`src/rtl/lpm_pkg.sv`:
```
// Shared types for the multi-channel laser pulse monitor.
// Channel FSM encoding and fail-bit positions.
package lpm_pkg;

  typedef enum logic [1:0] {
    ST_IDLE  = 2'd0,
    ST_HIGH  = 2'd1,
    ST_LOW   = 2'd2,
    ST_FAULT = 2'd3
  } ch_state_e;

  localparam int FB_PW_LO = 0;
  localparam int FB_PW_HI = 1;
  localparam int FB_RATE  = 2;
  localparam int NUM_FB   = 3;

endpackage

```
`src/rtl/lpm_channel.sv`:
```
// One laser channel: input sync, tick sampling, edge detect,
// width/period counters, sticky faults and the width window.
//   clk, rst       : clock, async active-high reset
//   tick_i         : one-clk sample enable from the prescaler
//   en_i           : channel enable; low forces IDLE, clears faults
//   clear_fail_i   : level request to leave FAULT (input must be low)
//   pulse_i        : raw pulse already gated by laser_ready (async)
//   pw_*_i, per_*_i: width / period limits in ticks
//   fail_o         : sticky fail bits, indexed by FB_* positions
//   win_o          : width inside legal window while high
module lpm_channel
  import lpm_pkg::*;
#(
  parameter int CNT_W = 24
) (
  input  logic              clk,
  input  logic              rst,
  input  logic              tick_i,
  input  logic              en_i,
  input  logic              clear_fail_i,
  input  logic              pulse_i,
  input  logic [CNT_W-1:0]  pw_min_i,
  input  logic [CNT_W-1:0]  pw_max_i,
  input  logic [CNT_W-1:0]  per_min_i,
  input  logic [CNT_W-1:0]  per_max_i,
  output logic [NUM_FB-1:0] fail_o,
  output logic              win_o
);

  localparam logic [CNT_W-1:0] CNT_ONE = CNT_W'(1);

  logic s1_q, s2_q, smp_q, prv_q;
  logic rise, fall;

  ch_state_e         state_q, state_d;
  logic [CNT_W-1:0]  wcnt_q, wcnt_d;
  logic [CNT_W-1:0]  pcnt_q, pcnt_d;
  logic [NUM_FB-1:0] fail_q, fail_d;
  logic              win_q, win_d;

  function automatic logic [CNT_W-1:0] sat_inc(
    input logic [CNT_W-1:0] v
  );
    return (&v) ? v : v + CNT_ONE;
  endfunction

  // Two-flop synchroniser every clk, then a
  // sample/previous pair that only moves on tick.
  always_ff @(posedge clk or posedge rst) begin
    if (rst) begin
      s1_q  <= 1'b0;
      s2_q  <= 1'b0;
      smp_q <= 1'b0;
      prv_q <= 1'b0;
    end else begin
      s1_q <= pulse_i;
      s2_q <= s1_q;
      if (tick_i) begin
        smp_q <= s2_q;
        prv_q <= smp_q;
      end
    end
  end

  assign rise = smp_q & ~prv_q;
  assign fall = ~smp_q & prv_q;

  always_ff @(posedge clk or posedge rst) begin
    if (rst) begin
      state_q <= ST_IDLE;
      wcnt_q  <= '0;
      pcnt_q  <= '0;
      fail_q  <= '0;
      win_q   <= 1'b0;
    end else begin
      state_q <= state_d;
      wcnt_q  <= wcnt_d;
      pcnt_q  <= pcnt_d;
      fail_q  <= fail_d;
      win_q   <= win_d;
    end
  end

  always_comb begin
    state_d = state_q;
    wcnt_d  = wcnt_q;
    pcnt_d  = pcnt_q;
    fail_d  = fail_q;
    win_d   = win_q;
    if (tick_i) begin
      unique case (state_q)
        ST_IDLE: begin
          if (rise) begin
            state_d = ST_HIGH;
            wcnt_d  = CNT_ONE;
            pcnt_d  = CNT_ONE;
          end
        end
        ST_HIGH: begin
          wcnt_d = sat_inc(wcnt_q);
          pcnt_d = sat_inc(pcnt_q);
          if (fall) begin
            if (wcnt_q < pw_min_i) begin
              fail_d[FB_PW_LO] = 1'b1;
              state_d = ST_FAULT;
            end else begin
              state_d = ST_LOW;
            end
          end else if (wcnt_q == pw_max_i) begin
            // pw_max samples already high and still high:
            // the pulse is now at least pw_max+1 wide.
            fail_d[FB_PW_HI] = 1'b1;
            state_d = ST_FAULT;
          end
        end
        ST_LOW: begin
          pcnt_d = sat_inc(pcnt_q);
          if (rise) begin
            if (pcnt_q < per_min_i) begin
              fail_d[FB_RATE] = 1'b1;
              state_d = ST_FAULT;
            end else begin
              state_d = ST_HIGH;
              wcnt_d  = CNT_ONE;
              pcnt_d  = CNT_ONE;
            end
          end else if (pcnt_q > per_max_i) begin
            state_d = ST_IDLE;
          end
        end
        ST_FAULT: begin
          // Clear only honoured with the pulse low;
          // a rejected request is simply dropped.
          if (clear_fail_i && !smp_q) begin
            fail_d  = '0;
            state_d = ST_IDLE;
          end
        end
        default: state_d = ST_IDLE;
      endcase
      if (state_d == ST_IDLE || state_d == ST_FAULT) begin
        wcnt_d = '0;
        pcnt_d = '0;
      end
      if (!en_i) begin
        state_d = ST_IDLE;
        fail_d  = '0;
        wcnt_d  = '0;
        pcnt_d  = '0;
      end
      win_d = (state_d == ST_HIGH)
           && (wcnt_d >= pw_min_i)
           && (wcnt_d <= pw_max_i);
    end
  end

  assign fail_o = fail_q;
  assign win_o  = win_q;

endmodule

```
`src/rtl/laser_pulse_monitor_mc.sv`:
```
// Multi-channel laser pulse monitor feeding the safety interlock.
// Ports: clk, rst (async high), clear_fail, ch_enable,
//   laser_pulse_in, laser_ready, pw_min/pw_max/per_min/per_max
//   (channel i at [i*CNT_W +: CNT_W]); outputs sticky
//   fail_pw_lo/fail_pw_hi/fail_rate, width_window,
//   fail_any and laser_permit (registered, every clk).
module laser_pulse_monitor_mc
  import lpm_pkg::*;
#(
  parameter int NUM_CH   = 4,
  parameter int CNT_W    = 24,
  parameter int DIV_LOG2 = 3
) (
  input  logic                    clk,
  input  logic                    rst,
  input  logic                    clear_fail,
  input  logic [NUM_CH-1:0]       ch_enable,
  input  logic [NUM_CH-1:0]       laser_pulse_in,
  input  logic [NUM_CH-1:0]       laser_ready,
  input  logic [NUM_CH*CNT_W-1:0] pw_min,
  input  logic [NUM_CH*CNT_W-1:0] pw_max,
  input  logic [NUM_CH*CNT_W-1:0] per_min,
  input  logic [NUM_CH*CNT_W-1:0] per_max,
  output logic [NUM_CH-1:0]       fail_pw_lo,
  output logic [NUM_CH-1:0]       fail_pw_hi,
  output logic [NUM_CH-1:0]       fail_rate,
  output logic [NUM_CH-1:0]       width_window,
  output logic                    fail_any,
  output logic                    laser_permit
);

  logic tick;
  logic fail_any_q, fail_any_d;
  logic permit_q;

  if (DIV_LOG2 == 0) begin : g_nodiv
    assign tick = 1'b1;
  end else begin : g_div
    logic [DIV_LOG2-1:0] div_q;
    always_ff @(posedge clk or posedge rst) begin
      if (rst) div_q <= '0;
      else     div_q <= div_q + 1'b1;
    end
    assign tick = (div_q == '0);
  end

  for (genvar i = 0; i < NUM_CH; i++) begin : g_ch
    logic [NUM_FB-1:0] fail;
    lpm_channel #(.CNT_W(CNT_W)) u_ch (
      .clk          (clk),
      .rst          (rst),
      .tick_i       (tick),
      .en_i         (ch_enable[i]),
      .clear_fail_i (clear_fail),
      .pulse_i      (laser_pulse_in[i] & laser_ready[i]),
      .pw_min_i     (pw_min[i*CNT_W +: CNT_W]),
      .pw_max_i     (pw_max[i*CNT_W +: CNT_W]),
      .per_min_i    (per_min[i*CNT_W +: CNT_W]),
      .per_max_i    (per_max[i*CNT_W +: CNT_W]),
      .fail_o       (fail),
      .win_o        (width_window[i])
    );
    assign fail_pw_lo[i] = fail[FB_PW_LO];
    assign fail_pw_hi[i] = fail[FB_PW_HI];
    assign fail_rate[i]  = fail[FB_RATE];
  end

  // Disabled channels are masked at once, even if their
  // bits only clear on the next tick.
  assign fail_any_d =
    |((fail_pw_lo | fail_pw_hi | fail_rate) & ch_enable);

  always_ff @(posedge clk or posedge rst) begin
    if (rst) begin
      fail_any_q <= 1'b0;
      permit_q   <= 1'b0;
    end else begin
      fail_any_q <= fail_any_d;
      permit_q   <= ~fail_any_d;
    end
  end

  assign fail_any     = fail_any_q;
  assign laser_permit = permit_q;

endmodule
```
`config.mk`:
```
export PLATFORM = sky130hd
export DESIGN_NAME = laser_pulse_monitor_mc
export DESIGN_NICKNAME = d
export VERILOG_FILES = /design/src/rtl/lpm_pkg.sv /design/src/rtl/lpm_channel.sv /design/src/rtl/laser_pulse_monitor_mc.sv
export SDC_FILE = /design/constraint.sdc
export NUM_CORES = 2
export LEC_CHECK = 0
export ABC_CLOCK_PERIOD_IN_PS = 11100
export CAP_MARGIN = 20
export CORE_ASPECT_RATIO = 0.9
export CORE_MARGIN = 4
export CORE_UTILIZATION = 34
export DETAILED_ROUTE_END_ITERATION = 8
export MAX_ROUTING_LAYER = met4
export PLACE_DENSITY = 0.64
export SLEW_MARGIN = 20
export SYNTH_ARGS = -nofsm -noshare
export SYNTH_HDL_FRONTEND = slang
export SYNTH_SLANG_ARGS = --single-unit
export TNS_END_PERCENT = 100
```
`constraint.sdc`:
```
create_clock -name clk -period 11.1 [get_ports clk]
set_clock_uncertainty 0.05 [all_clocks]
set_input_delay 2.775 -clock clk [delete_from_list [all_inputs] [get_ports clk]]
set_output_delay 2.775 -clock clk [all_outputs]
set_load 0.005 [all_outputs]
```
# After elaboration in Yosys (flattened, before gate mapping)
# Cells that the tools add are included.
classes:
  n_reduce_logical: 54
  n_lt_le_gt_ge: 20
  bitwise: 24
  n_mux: 148
  eq_ne: 68
  add_sub_neg: 9
ops:
  columns: ["cell", "n"]
  rows:
  - ["24-bit 2-to-1 mux", 52]
  - ["24-bit case mux with 3 select lines", 8]
  - ["24-bit by 1-bit adder with 24-bit output (second input constant)", 8]
  - ["24-bit less-than comparator", 8]
  - ["24-bit AND reduction", 8]
  - ["24-bit == test", 4]
  - ["24-bit >= comparator", 4]
  - ["24-bit > comparator", 4]
  - ["24-bit less-or-equal comparator", 4]
  - ["2-bit 2-to-1 mux", 40]
  - ["3-bit by 2-bit inequality test with 1-bit output (second input constant)", 24]
  - ["5-bit AND reduction", 12]
  - ["2-bit case mux with 4 select lines", 4]
  - ["1-bit 2-to-1 mux", 28]
  - ["2-bit == test (second input constant)", 12]
  - ["3-bit 2-to-1 mux", 8]
  - ["3-bit by 1-bit inequality test with 1-bit output (second input constant)", 8]
  - ["5-bit by 1-bit inequality test with 1-bit output (second input constant)", 4]
  - ["2-bit by 1-bit == test with 1-bit output (second input constant)", 8]
  - ["2-bit zero test", 8]
  - ["4-bit by 2-bit inequality test with 1-bit output (second input constant)", 4]
  - ["2-bit case mux with 2 select lines", 4]
  - ["1-bit AND", 12]
  - ["1-bit logical AND", 12]
  - ["other kinds (11)", 35]
word_totals:
  regBits: 237
  in_bits: 399

# Longest topological paths before layout
depth:
  ltp_word: 13
  mapped_depth: 25

# Cells and area by module
# From an unflattened synthesis, not the netlist that was laid out.
unflattened:
  hier_cells: 3917
  area_unflattened_um2: 30018.8
modules_own_cells:
  columns: ["module", "area_per_inst_um2", "n_inst", "cells_each"]
  rows:
  - ["lpm_channel (g_ch[2].u_ch)", 7636.1, 1, 1014]
  - ["lpm_channel (g_ch[1].u_ch)", 7572.3, 1, 983]
  - ["lpm_channel (g_ch[3].u_ch)", 7359.6, 1, 963]
  - ["lpm_channel (g_ch[0].u_ch)", 7199.4, 1, 935]
  - ["laser_pulse_monitor_mc", 251.5, 1, 22]

# Least setup slack after synthesis
# OpenSTA, ideal clock, no wires.
synth_timing:
  path_kind: "input to register"
  from: "input port per_max[71]"
  to: "register g_ch[2].u_ch.win_q"
  path_buffers: 1
  t_arrival_ps: 7390
  required_time_ps: 10940
  slack_ps: 3550
  cell_stages: 24
  path_cell_list: "inv_1 > ha_1 > a21oi_1 > nand2_1 > or4_1 > o221ai_1 > a221oi_1 > or4_1 > nand2_2 > xor2_4 > nand2_2 > buf_2 > a21oi_1 > ha_1 > nor2b_1 > o21a_1 > o21a_1 > o211ai_1 > a21oi_1 > a211o_1 > a221o_1 > a21oi_1 > a31oi_1 > o41ai_1"
synth_via:
  elab_chain_cells: 13
  word_cells_on_any_way: 18
  cone_classes: "order compare (3); eq/ne (2); mux (9); reduce/logical (4)"
synth_rtl:
  columns: ["element", "line", "rtl"]
  rows:
  - ["from (decl)", "laser_pulse_monitor_mc.sv:23", "input logic [NUM_CH*CNT_W-1:0] per_max,"]
  - ["24-bit > comparator *", "lpm_channel.sv:127", "end else if (pcnt_q > per_max_i) begin"]
  - ["2-bit 2-to-1 mux *", "lpm_channel.sv:127", null]
  - ["2-bit 2-to-1 mux *", "lpm_channel.sv:118", "if (rise) begin"]
  - ["2-bit case mux with 4 select lines *", "lpm_channel.sv:91", "unique case (state_q)"]
  - ["2-bit 2-to-1 mux *", "lpm_channel.sv:90", "if (tick_i) begin"]
  - ["2-bit == test / 2-bit zero test (equally long branches)", "lpm_channel.sv:141", "if (state_d == ST_IDLE || state_d == ST_FAULT) begin"]
  - ["1-bit logical OR", "lpm_channel.sv:141", null]
  - ["24-bit 2-to-1 mux", "lpm_channel.sv:141", null]
  - ["24-bit 2-to-1 mux", "lpm_channel.sv:145", "if (!en_i) begin"]
  - ["24-bit 2-to-1 mux", "lpm_channel.sv:90", null]
  - ["24-bit >= comparator", "lpm_channel.sv:152", "&& (wcnt_d >= pw_min_i)"]
  - ["1-bit logical AND", "lpm_channel.sv:152", null]
  - ["1-bit logical AND *", "lpm_channel.sv:153", "&& (wcnt_d <= pw_max_i);"]
  - ["to (signal assigned)", "lpm_channel.sv:80", "win_q <= win_d;"]
  - ["to (decl)", "lpm_channel.sv:39", "logic win_q, win_d;"]
# Every way passes the cells marked *; elsewhere a longest branch is shown, timed or not. The select of a mux whose other input is x is not followed.
# A chain may end at the register's enable or synchronous reset.

# Worst setup path in the final report
layout_timing:
  from: "input port pw_min[57]"
  to: "register g_ch[2].u_ch.win_q"
layout_via:
  elab_chain_cells: 13
  word_cells_on_any_way: 18
  cone_classes: "order compare (3); eq/ne (2); mux (9); reduce/logical (4)"
layout_rtl:
  columns: ["element", "line", "rtl"]
  rows:
  - ["from (decl)", "laser_pulse_monitor_mc.sv:20", "input logic [NUM_CH*CNT_W-1:0] pw_min,"]
  - ["24-bit less-than comparator", "lpm_channel.sv:103", "if (wcnt_q < pw_min_i) begin"]
  - ["1-bit 2-to-1 mux", "lpm_channel.sv:103", null]
  - ["2-bit 2-to-1 mux", "lpm_channel.sv:102", "if (fall) begin"]
  - ["2-bit case mux with 4 select lines", "lpm_channel.sv:91", null]
  - ["2-bit 2-to-1 mux", "lpm_channel.sv:90", null]
  - ["2-bit == test / 2-bit zero test (equally long branches)", "lpm_channel.sv:141", null]
  - ["1-bit logical OR", "lpm_channel.sv:141", null]
  - ["24-bit 2-to-1 mux", "lpm_channel.sv:141", null]
  - ["24-bit 2-to-1 mux", "lpm_channel.sv:145", null]
  - ["24-bit 2-to-1 mux", "lpm_channel.sv:90", null]
  - ["24-bit >= comparator", "lpm_channel.sv:152", null]
  - ["1-bit logical AND", "lpm_channel.sv:152", null]
  - ["1-bit logical AND *", "lpm_channel.sv:153", null]
# Marks and branches as above.

==> results.ini <==
[final_layout]
most_frequent_standard_cell_in_the_layout_excluding_fill_and_tap_cells=ha_1
num-nets-final=4996
final_cell_mix=498 x ha_1, 435 x nand2_1, 429 x inv_1
share_of_post_route_cells_with_drive_strength_above_1=0.03591
area_growth_pct=21.55
post_layout_nonfiller_instances=5275
postLayoutCellArea_um2=35030
utilization=0.4162

[global_route]
antenna_found_initial=16
grt_start_max_net_pins=107
grt_overflow_total=0
number_of_global_route_vias_before_repair=27460
global_routing_usage_summed_across_all_routing_layers=0.2163
wire_length_of_the_first_global_routing_pass_um=153600

[critical_path]
critical_path_class=in2reg
critical_path_fanout_max=21
setup.worst_path.start_class=input port
timing.critical_path.arrival_ns=9.03
timing.reg2reg.worst_path_depth=22
timing.critical_path.required_ns=11.52
setup.worst_path.end_class=flop

[yosys]
post_synth_instance_area_um2=28820
ys_dominant_reg_cell=dfrtp_1
synth.avg_cell_area_um2=7.612
synth_top_family_by_area=compound AO/OA/AOI/OAI gates
synth_compound_area_frac=0.2401
synth_nets=4683
muxShareOfSynthArea=0.009508
synth_top_cell_by_area=ha_1
fraction_of_synthesized_cell_area_in_xor_and_xnor_cells=0.03165
synth-seq-cells=237
yosys.area_share.adder=0.2162
synth-edff-count=0
yosys_warnings=0
synth_simple_gate_area_share=0.2174
share_of_async_settable_or_async_resettable_flops_after_synthesis=1.000
top_cells_by_area_synth=ha_1 22%, dfrtp_1 21%, nand2_1 5.7%
synth_sequential_area_ratio=0.2058
synth.top_cell.area_share=0.2162
post_synth_inst_count=3786
synthDistinctLibCells=99

[route]
drt_iter0_markers=2303
vias_per_cell=5.509
drt.antenna.violating_nets=0
via_count=29060
drtPass1Iterations=5
drc=0
finalWirelength_um=98310
wl_per_cell_um=18.64

[pwr]
power_density_nw_per_um2=71.02
ir_drop_uv=111.8
report.power.total_mw=2.488
power.static_leakage_nw=16.63

[clocking]
path_clk_slew_ns=0.06
clock_sink_count=237
cts_inserted_buffers=31
cts_hold_buf=0
h_tree_levels=1
ctsLongestPathBuffers=3
post_cts_resize_count=0
tritoncts=built
cts_setup_buffers=0
clk_latency_ns=0.59
clock_tree.root_cell=clkbuf_16

[job]
maxCapViolCount=0

[place]
port_buffers=416
placedCellCount=5199
gp_routability_congestion=0.9576
dpl-instance-area_um2=33940
dpl_worst_slack_ns=2.005
hpwlAfterDp_um=77340

[die]
standard_cell_rows=101
die-area_um2=89490
core-area_um2=84160
fp.dieW_um=314.9
io-pin-count=417
floorplan.initialDensity=0.3424
die-height_um=284.2

[timing]
final_min_period_over_clock_period=0.7758
achievable-frequency_mhz=116.1
worst_pin_slew_ns=1.149
rsz0062_at_grt=no
setup-tns-final_ns=0
post-route-min-period_ns=8.611
final_setup_violation_count=0
timing.final.max_slew_violations=0
hold_slack_ns=0.3004
hold_viol_final=0
worst_slack_ns=2.489
slew_headroom=0.2273

[worst_hold_path]
timing.hold.worst.class=reg2reg
hold-path-cell-count=0

[status]
outcome=complete, no violations

-- worst max-delay path, cell delays in order --
cell and delay, ns:
clkdlybuf4s50_1 0.53, inv_1 0.10, ha_1 0.32, a21o_1 0.18
a21o_1 0.18, a2111o_1 0.44, nor3_1 0.43, o21ai_0 0.21
a221oi_1 0.34, a221o_2 0.26, xor2_4 0.29, nand2_2 0.34
buf_4 0.35, a311oi_1 0.34, ha_1 0.33, a21o_1 0.18
a21o_1 0.16, a21oi_1 0.12, o21ai_0 0.08, a21o_1 0.18
a221o_1 0.33, a21oi_1 0.14, a31oi_1 0.07, o41ai_1 0.35
-- final timing paths --
check / start / endpoint / slack (ns)
worst max-delay path: pw_min[57] / g_ch[2].u_ch.win_o / 2.49
worst min-delay path: g_ch[1].u_ch.s1_q / g_ch[1].u_ch.s2_q / 0.30
worst max register to register: g_ch[2].u_ch.pcnt_q[20] / g_ch[2].u_ch.win_o / 4.71
worst min register to register: g_ch[1].u_ch.s1_q / g_ch[1].u_ch.s2_q / 0.30
max in group asynchronous: rst / g_ch[3].u_ch.wcnt_q[5] / 6.76
min in group asynchronous: rst / g_ch[1].u_ch.pcnt_q[17] / 2.70
-- logic make-up (layout without fill, tap and decap cells) --
kind of cell / count (synthesis) / in the layout
simple gates: 1306 / 1306
compound gates: 1028 / 1028
buf+inv: 590 / 925
fa+ha+maj: 498 / 498
flops: 237 / 237
xor+xnor: 102 / 102
mux: 25 / 25
other cells: 0 / 21
-- cell usage after synthesis (47+ instances only) --
| cell type | number |
|---|---|
| xor2_1 | 49 |
| nand4_1 | 134 |
| dfrtp_1 | 237 |
| xnor2_1 | 52 |
| nor2_1 | 272 |
| o21ai_0 | 207 |
| a21oi_1 | 263 |
| inv_1 | 430 |
| a21o_1 | 99 |
| nor4_1 | 48 |
| nor3_1 | 84 |
| nand2_1 | 435 |
| nand3_1 | 115 |
| and3_1 | 47 |
| o31ai_1 | 71 |
| ha_1 | 498 |
| clkbuf_1 | 112 |
-- flip-flops by register name (all words and copies together), names as in the netlist --
register	cells
g_ch.u_ch.pcnt_q	96
g_ch.u_ch.wcnt_q	96
g_ch.u_ch.fail_o	12
g_ch.u_ch.state_q	8
g_ch.u_ch.prv_q	4
g_ch.u_ch.s1_q	4
g_ch.u_ch.s2_q	4
g_ch.u_ch.smp_q	4
g_ch.u_ch.win_o	4
g_div.div_q	3
fail_any	1
laser_permit	1
-- cell type report --
| class | count | area [um^2] |
|---|---|---|
| Tap cell | 1133 | 1418 |
| Clock buffer | 44 | 874.6 |
| Fill cell | 8641 | 49130 |
| Timing Repair Buffer | 439 | 4337 |
| Multi-Input combinational cell | 2959 | 20630 |
| Antenna cell | 21 | 52.55 |
| Clock inverter | 11 | 157.7 |
| Sequential cell | 237 | 5931 |
| Inverter | 431 | 1625 |
-- layer usage --
metal / GRT usage / part of all wire
met2: 0.3344 / 0.45
met3: 0.03827 / 0.078
met1: 0.2977 / 0.46
met4: 0.04212 / 0.020
met5: - / 0
-- power breakdown --
part           leakage, nW  total, mW  internal (mW)  switching (mW)
clock                0.508       1.06          0.635           0.428
sequential            3.26      0.894          0.877          0.0168
combinational         12.9      0.531          0.253           0.278
total                 16.6       2.49           1.76           0.723
Power figures use the tool's default switching activity.
